## src/rtl/shift_rotate_if.sv

```systemverilog
// Operand/result bundle for shift_rotate.
// master drives en, shiftCount, data, operation; slave returns result, c, valid.
interface shift_rotate_if #(
    parameter int WIDTH = 8,
    parameter int CNT_W = 3
);
    logic             en;
    logic [CNT_W-1:0] shiftCount;
    logic [WIDTH-1:0] data;
    logic [1:0]       operation;
    logic [WIDTH-1:0] result;
    logic             c;
    logic             valid;

    modport master (
        output en, shiftCount, data, operation,
        input  result, c, valid
    );

    modport slave (
        input  en, shiftCount, data, operation,
        output result, c, valid
    );
endinterface

```

## src/rtl/shift_rotate.sv

```systemverilog
// Registered shifter/rotator: SHL, SHR, ROL, ROR with carry-out, one-cycle latency.
// Ports: clk, rst (sync, active-high), bus (slave: en, shiftCount, data, operation -> result, c, valid).
// Build option: define SHIFT_ROTATE_ARITH_EN to make operation 01 an arithmetic shift right.
module shift_rotate #(
    parameter int WIDTH = 8,
    parameter int CNT_W = 3
) (
    input  logic          clk,
    input  logic          rst,
    shift_rotate_if.slave bus
);
    logic [WIDTH:0]       shl_ext;
    logic [WIDTH:0]       shr_ext;
    logic [2*WIDTH-1:0]   rol_ext;
    logic [2*WIDTH-1:0]   ror_ext;
    logic                 nz;
    logic [WIDTH-1:0]     nxt_r;
    logic                 nxt_c;
    logic [WIDTH-1:0]     result_q;
    logic                 c_q;
    logic                 valid_q;

    // The extra guard bit on each shift catches the last bit shifted out,
    // which is exactly the carry; a zero count leaves the guard at zero.
    always_comb begin
        nz      = |bus.shiftCount;
        shl_ext = {1'b0, bus.data} << bus.shiftCount;
`ifdef SHIFT_ROTATE_ARITH_EN
        shr_ext = $unsigned($signed({bus.data, 1'b0}) >>> bus.shiftCount);
`else
        shr_ext = {bus.data, 1'b0} >> bus.shiftCount;
`endif
        // Rotation via a doubled operand: no modular count arithmetic needed.
        rol_ext = {bus.data, bus.data} << bus.shiftCount;
        ror_ext = {bus.data, bus.data} >> bus.shiftCount;
        nxt_r   = '0;
        nxt_c   = 1'b0;
        case (bus.operation)
            2'b00: begin
                nxt_r = shl_ext[WIDTH-1:0];
                nxt_c = shl_ext[WIDTH];
            end
            2'b01: begin
                nxt_r = shr_ext[WIDTH:1];
                nxt_c = shr_ext[0];
            end
            2'b10: begin
                nxt_r = rol_ext[2*WIDTH-1:WIDTH];
                nxt_c = nz & nxt_r[0];
            end
            default: begin
                nxt_r = ror_ext[WIDTH-1:0];
                nxt_c = nz & nxt_r[WIDTH-1];
            end
        endcase
    end

    always_ff @(posedge clk) begin
        if (rst) begin
            result_q <= '0;
            c_q      <= 1'b0;
            valid_q  <= 1'b0;
        end else if (bus.en) begin
            result_q <= nxt_r;
            c_q      <= nxt_c;
            valid_q  <= 1'b1;
        end else begin
            valid_q  <= 1'b0;
        end
    end

    assign bus.result = result_q;
    assign bus.c      = c_q;
    assign bus.valid  = valid_q;
endmodule

```

## src/flat_wrapper.sv

```systemverilog
// flat-port wrapper written by rule: the top's interface ports become plain ports
module shift_rotate_flat 
#(
    parameter int WIDTH = 8,
    parameter int CNT_W = 3
)
  (clk, rst, bus_en, bus_shiftCount, bus_data, bus_operation, bus_result, bus_c, bus_valid);
  shift_rotate_if #(.WIDTH(WIDTH), .CNT_W(CNT_W)) bus_i ();
  input  logic clk;
  input  logic rst;
  input wire logic [$bits(bus_i.en)-1:0] bus_en;
  input wire logic [$bits(bus_i.shiftCount)-1:0] bus_shiftCount;
  input wire logic [$bits(bus_i.data)-1:0] bus_data;
  input wire logic [$bits(bus_i.operation)-1:0] bus_operation;
  output wire logic [$bits(bus_i.result)-1:0] bus_result;
  output wire logic [$bits(bus_i.c)-1:0] bus_c;
  output wire logic [$bits(bus_i.valid)-1:0] bus_valid;
  assign bus_i.en = bus_en;
  assign bus_i.shiftCount = bus_shiftCount;
  assign bus_i.data = bus_data;
  assign bus_i.operation = bus_operation;
  assign bus_result = bus_i.result;
  assign bus_c = bus_i.c;
  assign bus_valid = bus_i.valid;
  shift_rotate #(.WIDTH(WIDTH), .CNT_W(CNT_W)) u_core (.clk(clk), .rst(rst), .bus(bus_i));
endmodule
```

## config.mk

```make
export PLATFORM = sky130hd
export DESIGN_NAME = shift_rotate_flat
export DESIGN_NICKNAME = d
export VERILOG_FILES = /design/src/rtl/shift_rotate_if.sv /design/src/rtl/shift_rotate.sv /design/src/flat_wrapper.sv
export SDC_FILE = /design/constraint.sdc
export NUM_CORES = 1
export LEC_CHECK = 0
export BUFFER_PORTS_ARGS = -buffer_cell sky130_fd_sc_hd__buf_2
export CAP_MARGIN = 20
export CORE_MARGIN = 1
export CORE_UTILIZATION = 32
export CTS_BUF_LIST = sky130_fd_sc_hd__clkbuf_4
export DETAILED_ROUTE_END_ITERATION = 8
export GPL_TIMING_DRIVEN = 0
export SLEW_MARGIN = 5
export SYNTH_ARGS = -nofsm -noshare
export SYNTH_HDL_FRONTEND = slang
export SYNTH_SLANG_ARGS = --single-unit
```

## constraint.sdc

```tcl
create_clock -name clk -period 1.8 [get_ports clk]
set_input_delay 0.18 -clock clk [delete_from_list [all_inputs] [get_ports clk]]
set_output_delay 0.18 -clock clk [all_outputs]
set_load 0.01 [all_outputs]
```

-- Word level (Yosys, flattened, before mapping)
Cells that the tools add are included.
- register bits: 10
- logic and storage cells: 16
- output and inout port bits: 10
- bits in latches: 0
- memories kept: 0
- input port bits: 16
- bits in read-only memories: 0
- RAM bits: 0
- equality and inequality tests: 2
- bitwise logic cells: 2
- magnitude comparators: 0
- div/mod/pow operators: 0
- $add $sub $neg: 0
- reductions and logical operators: 2
- shift-type cells: 4
- multiplexer cells: 3
- multipliers: 0
- operators with widths (kind ; number):
    $pmux 8 s3 ; 1
    $shl 16x3->16 ; 1
    $shr 16x3->8 ; 1
    $shl 8x3->9 ; 1
    $shr 9x3->9 ; 1
    $pmux 1 s3 ; 1
    $reduce_or 3->1 ; 1
    $and 1x1->1 ; 2
    $eq 2x1->1 const B ; 1
    $eq 2x2->1 const B ; 1
    $logic_not 2->1 ; 1
    $mux 1 ; 1

-- Longest topological paths before layout
- word-level depth: 3
- mapped depth: 8
- depth with buffers taken out: 5

-- Least setup slack after synthesis
No wires, ideal clock.
- path kind: input -> register
- from: input port bus_shiftCount[1]
- to: register u_core.result_q[1] (netlist: u_core.bus.result[1])
- cell stages on the path: 7
- library setup time: 0.117 ns
- setup slack: 0.254 ns
- data arrival time: 1.428 ns
- required time: 1.683 ns
- path through: buf_6 > buf_8 > mux2_4 > o31ai_2 > a31oi_1 > o31a_1 > a32o_1
- longest elaborated chain between the ends: 2
- elaborated cells between the ends (all ways): 5
- classes of those cells: shift (4); mux (1)
- RTL lines (item ; line ; RTL):
    start: declaration ; flat_wrapper.sv:12 ; input wire logic [$bits(bus_i.shiftCount)-1:0] bus_shiftCount;
    $shr 16x3->8 (tied with other cells) ; shift_rotate.sv:35 ; ror_ext = {bus.data, bus.data} >> bus.shiftCount;
    $pmux 8 s3 (*) ; shift_rotate.sv:38 ; case (bus.operation)
    end signal: assignment ; shift_rotate.sv:64 ; result_q <= nxt_r;
    end: declaration ; shift_rotate.sv:19 ; logic [WIDTH-1:0] result_q;
Every way passes the cells marked *; elsewhere a longest branch is shown, timed or not.
A chain may end at the register's enable or synchronous reset.

-- Worst setup path after layout
- from: input port bus_data[6]
- to: register u_core.result_q[2] (netlist: u_core.bus.result[2])
- longest elaborated chain between the ends: 2
- elaborated cells between the ends (all ways): 5
- classes of those cells: shift (4); mux (1)
- RTL lines (item ; line ; RTL):
    start: declaration ; flat_wrapper.sv:13 ; input wire logic [$bits(bus_i.data)-1:0] bus_data;
    $shr 16x3->8 (tied with other cells) ; shift_rotate.sv:35 ;
    $pmux 8 s3 (*) ; shift_rotate.sv:38 ;
Marked as above.

==> results.txt <==
The run finished with clean final reports. The number of inserted diodes came out at 0. The final number of setup-violating endpoints came out at 0. The count of flip-flops with a built-in enable after synthesis came out at 0.

The worst hold path belongs to the class input port to register. The die area is 4320 um2. Clock tree synthesis inserted a total of 3 buffers. The CTS H-tree depth came out at 1. The share of layout cells above drive strength 1 came out at 0.290. The final layout net count is 200. TritonCTS built the clock tree.

The overall overflow remaining after global route came out at 0. The clock drives 10 sinks. The area of combinational cells with multiple inputs came out at 981 um2. The worst clock skew came out at 0 ns.

The die width is 65.7 um. Of all nets on the critical path, the largest fanout is 10. The first-iteration detailed-routing DRC count came out at 38. The kind of critical path is input port to register. The die height is 65.7 um. The residual antenna-violating net count after detailed routing came out at 0.

In this run the core area contains 22 standard-cell rows. The area of placed instances came out at approximately 1500 um2. The proportion of netlist area held by the largest area contributor came out at 0.154. Traced cell by cell, the critical path runs through buf_2 -> buf_2 -> mux4_1 -> nand2_1 -> nand2_1 -> a2111oi_0 -> a2111oi_1. The share of async-settable or async-resettable flops after synthesis is 0.

Setup repair after global routing left no endpoint under its margin. The number of buffers inserted to repair setup after CTS is 0. The post-cts hold buffer count came out at 0.

26 I/O pins were placed. The detailed-router iteration count before antenna repair is 4. The number of buffer and inverter instances along the worst setup path is 2. The cell total after placement is 227.

The number of warnings printed during yosys synthesis came out at 0. At the pin with the least slew margin, the transition time is ~0.37 ns. The layout has 408 filler cells.

The flip-flop and latch count after synthesis came out at 10. The worst setup path is captured at a register. The number of max-cap violations is 0. The minimum setup slack after placement is -0.0275 ns.

The post-synthesis instance area is 1300 um2. In this design, the largest share of critical-path delay is due to multiplexers. The upper clock frequency limit came out at 0.655 GHz. The sequential element share of the synthesized area came out at 0.154. The slack of the critical path is around 0.27 ns.

Synthesis produced a netlist whose cell count is 156. The clock reaches the later pin of the worst-skew pair after 0.27 ns. The final-report hold violation count came out at 0. The initial antenna violation count was 0.

Yosys attributes the largest share of cell area to sky130_fd_sc_hd__dfxtp_1, sky130_fd_sc_hd__mux2i_1, sky130_fd_sc_hd__mux2_2. The power per unit of standard cell area came out at 496 nW/um2. The via total after detailed routing is 1329.

The maximum number of pins on one net before global-route repair is 11. The time the final worst path needs with I/O delays and setup came out at ~1.5 ns. Summing all flip-flop and latch instances after layout gives about 200 um2. The setup total negative slack came out at 0 ns. Summed over all instances, the cell type with the most area after synthesis is sky130_fd_sc_hd__dfxtp_1. The relative max-transition margin came out at 0.748. Data arrives at the worst endpoint at 1.66 ns. On the critical path, the stage with the largest delay is an instance of sky130_fd_sc_hd__mux4_1. The number of nets handed over by synthesis was about 170. In this run the deepest clock path goes through 2 buffers. The initial core utilization is 0.345.

The via density per instance is 5.75. The placed wire-length estimate after detailed placement is around 2900 um. The stage delay of the slowest cell on the critical path came out at 0.52 ns. The core region area came out at 3770 um2. The number of max-slew violations in the final report is 0.

The count of instances resized after the clock tree is built came out at 0. The post-synthesis cell type count is 51. The placer congestion estimate came out at about 0.8.

The final design area excluding fillers came out at around 1500 um2. The post-route fraction of the period consumed by the critical path is 0.848. The analysis attributes to cell leakage a power of around 0.62 nW. In the synthesized netlist the dominant register cell turns out to be sky130_fd_sc_hd__dfxtp_1. The number of remaining DRC errors came out at 0. The post-synthesis area per instance came out at 8.33 um2. Buffers placed on the I/O ports in this run total 23. The post-layout total power is 0.745 mW. The global-route wire length before repair is just over 6000 um. After the flow finishes, the layout carries non-filler instances totaling 231. The worst IR drop on VDD is approximately 210 uV.

The CTS clock-pin slew for the worst setup and hold paths came out at 0.06 ns. In the global route stage, overall resource usage came out at 0.186. Measured on the finished design, the core utilization comes to 0.398. The wire length after detailed routing came out at 3740 um. For the worst setup path, the data required time is 1.94 ns. The relative area change from synthesis to final layout is 15.5%. The worst hold slack is 0.189 ns. The kind of start point of the critical path is an input port. The final routed wire length divided by cell count came out at 16.2 um. The number of global-route vias before repair came to between 1000 and 1500. The root cell of the clock tree is sky130_fd_sc_hd__clkbuf_4.
## cells by family (layout without fill, tap and decap cells)
| logic type | Yosys count | in the layout | synth area share |
|---|---|---|---|
| multiplexers | 26 | 26 | 0.270 |
| AO/OA/AOI/OAI | 48 | 48 | 0.279 |
| flip-flops | 10 | 10 | 0.154 |
| buffers and inverters | 18 | 45 | 0.0914 |
| AND/OR/NAND/NOR | 54 | 54 | 0.205 |
## synthesized netlist by cell type (2+ instances only)
cell type	count
sky130_fd_sc_hd__nor2_1	17
sky130_fd_sc_hd__nand2_1	12
sky130_fd_sc_hd__dfxtp_1	10
sky130_fd_sc_hd__mux2i_1	10
sky130_fd_sc_hd__mux2_2	8
sky130_fd_sc_hd__nor2b_1	6
sky130_fd_sc_hd__o21ai_0	6
sky130_fd_sc_hd__a21oi_1	5
sky130_fd_sc_hd__buf_2	5
sky130_fd_sc_hd__buf_4	5
sky130_fd_sc_hd__a311oi_1	4
sky130_fd_sc_hd__nand2b_1	4
sky130_fd_sc_hd__o211ai_1	4
sky130_fd_sc_hd__a211oi_1	3
sky130_fd_sc_hd__a21o_1	3
sky130_fd_sc_hd__mux4_2	3
sky130_fd_sc_hd__nand3_1	3
sky130_fd_sc_hd__nor3_1	3
sky130_fd_sc_hd__a22o_1	2
sky130_fd_sc_hd__a22oi_1	2
sky130_fd_sc_hd__and2_1	2
sky130_fd_sc_hd__buf_6	2
sky130_fd_sc_hd__clkinv_1	2
sky130_fd_sc_hd__inv_1	2
sky130_fd_sc_hd__mux2_4	2
sky130_fd_sc_hd__mux4_1	2
sky130_fd_sc_hd__nor3b_1	2
sky130_fd_sc_hd__o311a_1	2
sky130_fd_sc_hd__o31ai_1	2
sky130_fd_sc_hd__or3_1	2
## worst register-to-register path, delay by kind of cell (launching register included)
kind	cells	cell delay (ns)
and+or+nand+nor	3	0.54
DFF	1	0.36
AOI/OAI and AO/OA	2	0.22
## placed cells by master, fill, tap and decap left out, types with 3 or more instances in the layout
master and instances:
sky130_fd_sc_hd__a211oi_1 3, sky130_fd_sc_hd__a21o_1 3, sky130_fd_sc_hd__a21oi_1 5, sky130_fd_sc_hd__a311oi_1 4, sky130_fd_sc_hd__buf_2 28, sky130_fd_sc_hd__buf_4 5
sky130_fd_sc_hd__clkbuf_4 3, sky130_fd_sc_hd__clkinv_1 3, sky130_fd_sc_hd__dfxtp_1 10, sky130_fd_sc_hd__mux2_2 8, sky130_fd_sc_hd__mux2i_1 10, sky130_fd_sc_hd__mux4_2 3
sky130_fd_sc_hd__nand2_1 12, sky130_fd_sc_hd__nand2b_1 4, sky130_fd_sc_hd__nand3_1 3, sky130_fd_sc_hd__nor2_1 17, sky130_fd_sc_hd__nor2b_1 6, sky130_fd_sc_hd__nor3_1 3
sky130_fd_sc_hd__o211ai_1 4, sky130_fd_sc_hd__o21ai_0 6
## sequential cells by signal (all words and copies together) (netlist names)
name and count:
u_core.bus.c 1, u_core.bus.result 8, u_core.bus.valid 1
## metal layers
layer / wire length [um] / track usage / share of wire / vias to the layer above
li1: - / - / - / 659
met1: 1750 / 0.242 / 0.47 / 637
met2: 1850 / 0.314 / 0.50 / 28
met3: 107 / 0.0330 / 0.029 / 5
met4: 33 / 0.0435 / 0.0088 / 0
met5: 0 / 0 / 0 / -
## layout make-up
cell class / count / area share
multi-input combinational: 128 / 0.653
clock inverter: 1 / 0.00250
sequential: 10 / 0.133
clock buffer: 3 / 0.0150
inverter: 4 / 0.0100
tap: 48 / 0.0400
buffer: 14 / 0.0692
timing repair buffer: 23 / 0.0767
## report_power, final
part	internal [mW]	leakage (nW)	switching [mW]
clock	0.0803	0.0154	0.0809
combinational	0.151	0.524	0.184
sequential	0.240	0.0828	0.00888
total	0.471	0.623	0.274
## worst paths after layout
check	from	end	slack, ns	cells after the start
hold / removal	rst	u_core.bus.result[5]$_SDFFE_PP0P_	0.19	2
setup reg to reg	u_core.bus.c$_SDFFE_PP0P_	u_core.bus.c$_SDFFE_PP0P_	0.61	5
hold reg to reg	u_core.bus.result[4]$_SDFFE_PP0P_	u_core.bus.result[4]$_SDFFE_PP0P_	0.46	2
setup / recovery	bus_data[6]	u_core.bus.result[2]$_SDFFE_PP0P_	0.27	7
(Power assumes the default switching activity.)
